## src/rtl/fp_mult_seq.sv

```systemverilog
// Sequential binary32 multiplier: one shared 24x12 mantissa multiplier used over two cycles.
// Truncates the product and flushes denormals to zero; a result is produced 3 edges after accept.
module fp_mult_seq (
  input  logic        clk,
  input  logic        arst,
  input  logic        start,
  input  logic [31:0] a,
  input  logic [31:0] b,
  output logic        in_ready,
  output logic [31:0] q,
  output logic        q_valid
);

  typedef enum logic [1:0] {IDLE, LO, HI, NORM} state_t;

  state_t      state;
  logic        sign_p0;
  logic [7:0]  ea_p0;
  logic [7:0]  eb_p0;
  logic [23:0] ma_p0;
  logic [23:0] mb_p0;
  logic        nan_p0;
  logic        inf_p0;
  logic        zero_p0;
  logic [35:0] p_lo_p1;
  logic [47:0] acc_p2;

  logic [11:0]        mb_half;
  logic [35:0]        prod;
  logic signed [9:0]  e_sum;

  assign in_ready = (state == IDLE);

  // Low half of mb in LO, high half in HI, through the one multiplier.
  assign mb_half = (state == HI) ? mb_p0[23:12] : mb_p0[11:0];
  assign prod    = {12'd0, ma_p0} * {24'd0, mb_half};
  assign e_sum   = $signed({2'b00, ea_p0}) + $signed({2'b00, eb_p0}) - 10'sd127;

  function automatic logic [31:0] pack_result(
    input logic              s,
    input logic signed [9:0] e,
    input logic [47:0]       acc,
    input logic              nan,
    input logic              inf,
    input logic              zero
  );
    logic signed [9:0] e_n;
    logic [22:0]       frac;
    if (acc[47]) begin
      e_n  = e + 10'sd1;
      frac = acc[46:24];
    end else begin
      e_n  = e;
      frac = acc[45:23];
    end
    if (nan)                    pack_result = 32'h7FC0_0000;
    else if (inf)               pack_result = {s, 8'hFF, 23'h0};
    else if (zero)              pack_result = {s, 31'h0};
    else if (e_n >= 10'sd255)   pack_result = {s, 8'hFF, 23'h0};
    else if (e_n <= 10'sd0)     pack_result = {s, 31'h0};
    else                        pack_result = {s, e_n[7:0], frac};
  endfunction

  always_ff @(posedge clk or posedge arst) begin
    if (arst) begin
      state   <= IDLE;
      sign_p0 <= 1'b0;
      ea_p0   <= 8'd0;
      eb_p0   <= 8'd0;
      ma_p0   <= 24'd0;
      mb_p0   <= 24'd0;
      nan_p0  <= 1'b0;
      inf_p0  <= 1'b0;
      zero_p0 <= 1'b0;
      p_lo_p1 <= 36'd0;
      acc_p2  <= 48'd0;
      q       <= 32'd0;
      q_valid <= 1'b0;
    end else begin
      q_valid <= 1'b0;
      case (state)
        // Accept: capture operands and classify specials.
        IDLE: begin
          if (start) begin
            sign_p0 <= a[31] ^ b[31];
            ea_p0   <= a[30:23];
            eb_p0   <= b[30:23];
            ma_p0   <= {1'b1, a[22:0]};
            mb_p0   <= {1'b1, b[22:0]};
            nan_p0  <= (a[30:23] == 8'hFF && b[30:23] == 8'h00) ||
                       (b[30:23] == 8'hFF && a[30:23] == 8'h00);
            inf_p0  <= (a[30:23] == 8'hFF) || (b[30:23] == 8'hFF);
            zero_p0 <= (a[30:23] == 8'h00) || (b[30:23] == 8'h00);
            state   <= LO;
          end
        end
        // Partial product of the low 12 bits of mb.
        LO: begin
          p_lo_p1 <= prod;
          state   <= HI;
        end
        // Accumulate the high partial product shifted into place.
        HI: begin
          acc_p2 <= {12'd0, p_lo_p1} + {prod, 12'd0};
          state  <= NORM;
        end
        // Normalise, apply specials, publish.
        NORM: begin
          q       <= pack_result(sign_p0, e_sum, acc_p2, nan_p0, inf_p0, zero_p0);
          q_valid <= 1'b1;
          state   <= IDLE;
        end
        default: state <= IDLE;
      endcase
    end
  end

endmodule

```

## config.mk

```make
export PLATFORM = sky130hd
export DESIGN_NAME = fp_mult_seq
export DESIGN_NICKNAME = d
export VERILOG_FILES = /design/src/rtl/fp_mult_seq.sv
export SDC_FILE = /design/constraint.sdc
export NUM_CORES = 1
export LEC_CHECK = 0
export ABC_CLOCK_PERIOD_IN_PS = 16800
export CORE_ASPECT_RATIO = 1.25
export CORE_MARGIN = 2
export CORE_UTILIZATION = 40
export CTS_BUF_LIST = sky130_fd_sc_hd__clkbuf_4
export CTS_CLUSTER_SIZE = 24
export DETAILED_ROUTE_END_ITERATION = 10
export DONT_BUFFER_PORTS = 1
export PLACE_DENSITY = 0.55
export REMOVE_ABC_BUFFERS = 1
export SKIP_LAST_GASP = 1
export SLEW_MARGIN = 20
export SYNTH_ARGS = -nofsm -noshare
export SYNTH_HDL_FRONTEND = slang
export SYNTH_SLANG_ARGS = --single-unit
export TNS_END_PERCENT = 10
```

## constraint.sdc

```tcl
create_clock -name clk -period 16.8 [get_ports clk]
set_input_delay 3.36 -clock clk [delete_from_list [all_inputs] [get_ports clk]]
set_output_delay 3.36 -clock clk [all_outputs]
set_load 0.01 [all_outputs]
```

==> impl_metrics.yaml, run 1 <==
outcome:
  outcome: "finished clean"
logic_synthesis:
  synth_ff_type: "dfrtp_1"
  synth-edff-count: 0
  synth_cells: 1789
  ys_seq_area_share_pct: 21.9
  synth_area_um2: 17300
  synth_seq_cells: 151
  synth_cell_types: 90
  synth-async-reset-ratio_pct: 100
  syn_area_per_cell_um2: 9.65
  yosysWarnings: 0
global_routing:
  grt-ovfl-total: 0
  busiest_layer: "met2"
  grt_max_degree: 71
  use_met2_pct: 33.7
  first_global_vias: 13043
  track_usage_pct: 19.3
  antenna_found_initial: 2
  grt_pass1_wl_um: 68900
  globalRouteMet3Util_pct: 3.60
  met1_usage_pct: 24.4
final_layout:
  final_cell_mix: "271 x inv_1, 266 x nand2_1, 221 x fa_1"
  syn_to_final_growth_pct: 4.04
  fill_cells: 4219
  instances_no_fill: 2308
  fin_nets: 2134
  multi_input_area_um2: 12100
  regArea_um2: 3780
  drive_above_1_share_pct: 11.8
  layout_commonest_cell: "inv_1"
die:
  rows: 85
  die-area_um2: 44900
  die_h_um: 236
  initial_core_util_pct: 40.3
  dieWidth_um: 190
  io_pins: 101
  fp.coreArea_um2: 42900
placed_design:
  gp_congestion: 0.864
  numPortBuffers: 0
  dp.cells: 2275
  dp_hpwl_um: 32600
  pre_cts_slack_ns: 7.97
timing:
  slew_viol_final: 0
  hold_viol_final: 0
  max_slew_margin_pct: 28.4
  skew_ns: 0.0389
  timing.final.ws_setup_ns: 7.89
  tightest_slew_ns: 1.07
  finalSetupTns_ns: 0
  max_freq_mhz: 112
  setup_viol: 0
  period_share_pct: 53.0
  rsz0062_at_grt: "false"
  post-route-min-period_ns: 8.91
worst_setup_path:
  r2r_start: "state[0]"
  end_kind: "register"
  worstPathArrival_ns: 9.41
  cp.required_ns: 17.30
  ff2ff_setup_slack_ns: 7.89
  ff2ff_path_depth: 28
  cp-endpoint: "acc_p2[46]"
  r2r_end: "acc_p2[46]"
  cpMaxStageDelayCell: "mux2_2"
  critPathMaxStageDelay_ns: 0.63
  path_class: "reg2reg"
  startpoint: "state[0]"
  crit_fanout: 43
  cpMostUsedCell: "fa_1"
  worstSetupStartpointType: "register"
cts:
  cts_buffers: 17
  clk_path_buf_depth: 2
  cts_tree: "built"
  clock_latency_ns: 0.66
  h-tree-depth: 4
  cts_setup_buffers: 0
  clock-root-buffer: "clkbuf_4"
  path_clk_slew_ns: 0.14
  cts_sinks: 151
  postCtsHoldBufs: 0
  cts_resized: 0
detailed_routing:
  wl_per_cell_um: 17.9
  wl_um: 41300
  ant_nets: 0
  first_iter_violations: 454
  drc: 0
  dr.pass1.iters: 5
  drt-vias-per-instance: 5.24
  vias: 12091
run:
  cap_violations: 0
min_path:
  min_path_type: "reg2reg"
==> critical path, delay by kind of cell, from the launching register on <==
family                   cells  cell delay, ns
AO/OA/AOI/OAI                4            1.32
XOR/XNOR                     1            0.18
adder cells (fa/ha/maj)      8            3.49
buffers and inverters        5            0.73
flip-flops                   1            0.44
multiplexers                 1            0.63
AND/OR/NAND/NOR              9            1.94
==> metrics by stage <==
stage | hold WS, ns | util, % | cell area [um2]
2_1_floorplan | 0.451 | - | 16900
3_3_place_gp | 0.476 | 41.3 | 17700
3_5_place_dp | 0.487 | 41.3 | 17700
4_1_cts | 0.523 | 41.9 | 18000
5_1_grt | 0.538 | 41.9 | 18000
6_report | 0.517 | 41.9 | 18000
==> layer usage <==
layer	vias to the layer above	wire [um]
li1	5690	-
met4	0	724
met1	6163	18000
met3	52	1400
met5	-	0
met2	186	21100
==> kinds of logic (layout without fill, tap and decap cells) <==
logic type               Yosys count  count (layout)  synth area share, %
AO/OA/AOI/OAI                    235             235                 9.79
AND/OR/NAND/NOR                  514             514                 14.5
multiplexers                     137             137                 8.92
adder cells (fa/ha/maj)          338             338                 34.1
flip-flops                       151             151                 21.9
other                              0               2                    0
buffers and inverters            358             310                 7.93
XOR/XNOR                          56              56                 2.88
==> cells in the mapped netlist (7+ instances only) <==
master	count	area, um2
a211o_1	7	61.3
a211oi_1	8	60.1
a21o_1	20	150
a21oi_1	56	280
a31oi_1	11	68.8
and2_1	90	563
and3_1	11	68.8
buf_1	9	33.8
buf_2	8	40.0
clkbuf_1	64	240
dfrtp_1	151	3780
fa_1	221	4420
ha_1	117	1460
inv_1	272	1020
mux2_2	131	1480
nand2_1	267	1000
nand3_1	15	75.1
nand4_1	9	56.3
nor2_1	53	199
nor3_1	11	55.1
o211ai_1	7	52.6
o21a_1	9	67.6
o21ai_0	29	145
o2bb2ai_1	22	193
o31ai_1	7	52.6
or2_2	7	43.8
xnor2_1	41	359
xor2_1	14	123
==> sequential cells by signal, indices dropped and copies added, names as in the netlist <==
name and count:
q 32, ea_p0 8, acc_p2 25, sign_p0 1, inf_p0 1, state 2, eb_p0 8, nan_p0 1
ma_p0 24, mb_p0 23, q_valid 1, p_lo_p1 24, zero_p0 1
==> layout make-up <==
cell class / instances / share of cell area, %
Multi-Input combinational cell: 1280 / 67.5
Sequential cell: 151 / 21.0
Inverter: 273 / 5.73
Tap cell: 565 / 3.93
Clock buffer: 19 / 0.794
Clock inverter: 12 / 0.683
Timing Repair Buffer: 6 / 0.251
Antenna cell: 2 / 0.0279
==> how the worst min path moves through the flow <==
stage | from | end | depth (start not counted)
floorplan | sign_p0 | sign_p0 | 2
global placement | sign_p0 | sign_p0 | 2
detailed placement | sign_p0 | sign_p0 | 2
CTS | mb_p0[19] | mb_p0[19] | 1
global route | mb_p0[17] | mb_p0[17] | 1
finish | mb_p0[19] | mb_p0[19] | 1
Power of run 1 is left out: the tool's default activity adds up to more than one toggle a clock period on the data nets, which glitch-free logic cannot reach.
==> run 2, diff against run 1 <==
ABC_CLOCK_PERIOD_IN_PS = 7600   (was 16800)
PLACE_DENSITY = 0.57   (was 0.55)
clock period = 7.6 ns   (was 16.8 ns; I/O delays follow)
==> run 2 against run 1 <==
Clock skew is 0.0042 ns lower. Non-clock buffer count is 109 higher. Final cell count grew 4.9%. Cell area increased by 7.2%. Via count increased by 5.1%. Die area did not move. Critical path depth up 1. First-iteration DRC count up 43%. Worst setup slack got worse by 7.8 ns. Global-route usage is 0.76 points higher. Sequential share of layout area is 1.4 points lower. Flip-flop and latch count did not move.
==> impl_metrics.yaml, run 2 (synthesis results as in run 1) <==
global_routing:
  grt_max_degree: 81
  track_usage_pct: 20.1
  grt-ovfl-total: 0
  first_global_vias: 13820
  grt_pass1_wl_um: 71700
  antenna_found_initial: 2
die:
  initial_core_util_pct: 40.3
  io_pins: 101
  fp.coreArea_um2: 42900
  dieWidth_um: 190
  die_h_um: 236
  rows: 85
  die-area_um2: 44900
placed_design:
  placed_area_um2: 18500
  numPortBuffers: 0
  dp_hpwl_um: 34200
  gp_congestion: 0.883
  dp.cells: 2374
timing:
  skew_ns: 0.0347
  post-route-min-period_ns: 7.52
  hold_viol_final: 0
  setup_viol: 0
  slew_viol_final: 0
  tightest_slew_ns: 0.967
  max_freq_mhz: 133
  period_share_pct: 98.9
  rsz0062_at_grt: "true"
  max_slew_margin_pct: 35.6
outcome:
  outcome: "finished clean"
worst_setup_path:
  cp.required_ns: 8.17
  crit_fanout: 10
  cpMostUsedCell: "fa_1"
  cpMaxStageDelayCell: "fa_1"
  worstSetupStartpointType: "register"
  end_kind: "register"
  ff2ff_setup_slack_ns: 0.08
  path_class: "reg2reg"
  ff2ff_path_depth: 29
  worstPathArrival_ns: 8.08
  critPathMaxStageDelay_ns: 0.55
cts:
  h-tree-depth: 4
  cts_sinks: 151
  clock_latency_ns: 0.67
  path_clk_slew_ns: 0.15
  cts_tree: "built"
  postCtsHoldBufs: 0
  clock-root-buffer: "clkbuf_4"
  cts_buffers: 17
  clk_path_buf_depth: 2
final_layout:
  largest_register: "q"
  multi_input_area_um2: 12500
  largest_reg_flops: 32
  drive_above_1_share_pct: 19.9
  design_area_um2: 19300
  largestRegisters: "q x32, acc_p2 x25"
  fill_cells: 4138
  syn_to_final_growth_pct: 11.5
  fin_nets: 2245
  regArea_um2: 3780
  layout_commonest_cell: "inv_1"
  instances_no_fill: 2420
  final_cell_mix: "268 x inv_1, 263 x nand2_1, 215 x fa_1"
detailed_routing:
  ant_nets: 0
  drc: 0
  first_iter_violations: 649
  wl_per_cell_um: 17.8
  drt-vias-per-instance: 5.25
  vias: 12711
  dr.pass1.iters: 5
  wl_um: 43100
run:
  cap_violations: 0
min_path:
  min_path_type: "reg2reg"
  hold_depth: 2
run 2: changes by cell type in the layout (fill, tap and decap cells not counted), sizes merged:
cell	delta
clkinvlp	+1
buf	+108
clkinv	-1
inv	+2
bufinv	+1
mux2	+2
clkbuf	-1
run 2: worst paths after layout:
path / start / to
max in group asynchronous: arst / acc_p2[36]
worst min-delay path: sign_p0 / sign_p0
worst max-delay path: state[0] / acc_p2[43]
worst min register to register: sign_p0 / sign_p0
worst max register to register: state[0] / acc_p2[43]
min in group asynchronous: arst / eb_p0[4]
run 2: what timing repair did:
| action | 4_1_cts | 5_1_grt |
|---|---|---|
| setup endpoints to repair | 8 | 14 |
| cloned | 0 | 3 |
| setup buffers | 2 | 7 |
| gates resized for setup | 14 | 63 |
| pin swaps | 5 | 32 |
run 2: routing by layer:
metal  routed length, um  vias up  global-route usage, %
met2               22700      227                   36.2
met3                1450       48                   2.93
met1               18000     6513                   24.9
met5                   0        -                      0
li1                    -     5923                      -
met4                 976        0                   5.64
run 2: area by class of cell:
type                            instances  share of cell area [%]
Clock buffer                           17                   0.663
Antenna cell                            2                  0.0260
Clock inverter                         15                   0.858
Tap cell                              565                    3.67
Sequential cell                       151                    19.6
Inverter                              273                    5.35
Timing Repair Buffer                  115                    4.89
Multi-Input combinational cell       1282                    64.9
run 2: worst max-delay path, delay by kind of cell (launching register included):
family          cells  cell delay [ns]
fa+ha+maj           8             3.35
compound gates      3             0.34
xor+xnor            2             0.39
mux                 2             0.64
simple gates        9             1.63
buf+inv             5             0.68
flops               1             0.41
run 2: stage by stage:
stage	utilization (%)	hold WS, ns	setup TNS [ns]	worst slack, ns
6_report	44.9	0.498	0	0.0820
5_1_grt	44.9	0.528	-1.25	-0.216
4_1_cts	44.0	0.505	0	0.00871
3_5_place_dp	43.1	0.472	-0.369	-0.0985
3_3_place_gp	43.1	0.468	-0.00559	-0.00204
2_1_floorplan	-	0.451	-6.08	-0.765
Power of run 2 is left out for the same reason.
==> run 3, diff against run 2 <==
ABC_CLOCK_PERIOD_IN_PS = 7100   (was 7600)
PLACE_DENSITY = 0.55   (was 0.57)
clock period = 7.1 ns   (was 7.6 ns; I/O delays follow)
==> run 3 against run 2 <==
The flow now finishes with violations (setup timing). Maximum frequency grew 1.4%. Clock-buffer cell count is the same. Via count grew 2.5%. Hold slack gained 0.024 ns. Cell area grew 3.5%. Global-route usage is essentially flat. Final cell count grew 3.6%.
==> impl_metrics.yaml, run 3 (synthesis results as in run 1) <==
outcome:
  outcome: "complete, but fails checks"
  failed_checks: "setup timing"
timing:
  max_slew_margin_pct: 27.5
  skew_ns: 0.0462
  period_share_pct: 104
  setup_viol: 17
  finalSetupTns_ns: -3.10
  rsz0062_at_grt: "true"
  hold_viol_final: 0
  max_freq_mhz: 135
  tightest_slew_ns: 1.09
  post-route-min-period_ns: 7.42
  timing.final.ws_setup_ns: -0.317
  slew_viol_final: 0
final_layout:
  largest_reg_flops: 32
  fill_cells: 4150
  design_area_um2: 19900
  syn_to_final_growth_pct: 15.5
  largestRegisters: "q x32, acc_p2 x25"
  final_cell_mix: "268 x inv_1, 264 x nand2_1, 216 x fa_1"
  fin_nets: 2331
  drive_above_1_share_pct: 23.3
  layout_commonest_cell: "inv_1"
  regArea_um2: 3780
  largest_register: "q"
  multi_input_area_um2: 12500
detailed_routing:
  vias: 13030
  wl_um: 43400
  drc: 0
  first_iter_violations: 601
  ant_nets: 0
  drt-vias-per-instance: 5.20
  dr.pass1.iters: 5
  wl_per_cell_um: 17.3
die:
  die-area_um2: 44900
  fp.coreArea_um2: 42900
  dieWidth_um: 190
  io_pins: 101
  initial_core_util_pct: 40.3
  rows: 85
  die_h_um: 236
worst_setup_path:
  critPathMaxStageDelay_ns: 0.56
  crit_fanout: 13
  path_class: "reg2reg"
  worstPathArrival_ns: 8.00
  cpMaxStageDelayCell: "fa_1"
  end_kind: "register"
  cp.required_ns: 7.69
  worstSetupStartpointType: "register"
placed_design:
  numPortBuffers: 0
  pre_cts_slack_ns: -0.571
  dp_hpwl_um: 34900
  placed_area_um2: 19000
  gp_congestion: 0.869
cts:
  cts_tree: "built"
  cts_sinks: 151
  clk_path_buf_depth: 2
  path_clk_slew_ns: 0.16
  clock-root-buffer: "clkbuf_4"
  h-tree-depth: 4
  clock_latency_ns: 0.67
  cts_buffers: 17
global_routing:
  first_global_vias: 13871
  track_usage_pct: 20.1
  grt-ovfl-total: 0
  grt_pass1_wl_um: 71400
  grt_max_degree: 88
  antenna_found_initial: 2
run:
  cap_violations: 0
min_path:
  min_path_type: "reg2reg"
-- run 3: per-stage QoR --
stage,hold slack [ns],instances,utilization [%]
2_1_floorplan,0.451,1704,-
3_3_place_gp,0.481,2446,44.3
3_5_place_dp,0.490,2446,44.3
4_1_cts,0.523,2495,46.1
5_1_grt,0.545,2506,46.5
6_report,0.522,2506,46.5
-- run 3: final timing paths --
| kind | from | to | slack [ns] | depth (start not counted) |
|---|---|---|---|---|
| max in group asynchronous | arst | acc_p2[29] | 4.90 | 2 |
| setup / recovery | state[1] | acc_p2[47] | -0.32 | 35 |
| setup reg to reg | state[1] | acc_p2[47] | -0.32 | 35 |
| hold / removal | mb_p0[7] | mb_p0[7] | 0.52 | 1 |
| min in group asynchronous | arst | ma_p0[15] | 0.80 | 1 |
| hold reg to reg | mb_p0[7] | mb_p0[7] | 0.52 | 1 |
-- run 3: final cells by class --
| cell class | instances | share of cell area [%] |
|---|---|---|
| diodes | 2 | 0.0251 |
| clock buffers | 17 | 0.640 |
| clock inverters | 15 | 1.04 |
| inverters | 273 | 5.16 |
| multi-input cells | 1283 | 62.7 |
| flip-flops and latches | 151 | 19.0 |
| well taps | 565 | 3.55 |
| repair buffers | 200 | 7.94 |
-- run 3: layer usage --
metal | GRT usage, % | vias up | wire length (um)
li1 | - | 6091 | -
met1 | 24.0 | 6632 | 17500
met2 | 36.2 | 248 | 23000
met3 | 3.51 | 59 | 1800
met4 | 6.77 | 0 | 1140
met5 | 0 | - | 0
-- run 3: repair_timing --
action | 4_1_cts | 5_1_grt
setup endpoints to repair | 20 | 22
gates resized for setup | 59 | 16
cloned | 3 | 1
hold buffers | 0 | 0
buffers inserted | 14 | 8
pin swaps | 32 | 13
-- run 3: worst max-delay path, delay by kind of cell (launching register included) --
kind / cells / cell delay (ns)
AO/OA/AOI/OAI: 5 / 0.87
XOR/XNOR: 1 / 0.12
adder cells (fa/ha/maj): 7 / 2.71
buffers and inverters: 11 / 1.25
flip-flops: 1 / 0.44
multiplexers: 1 / 0.34
AND/OR/NAND/NOR: 10 / 1.60
Power of run 3 is left out for the same reason.
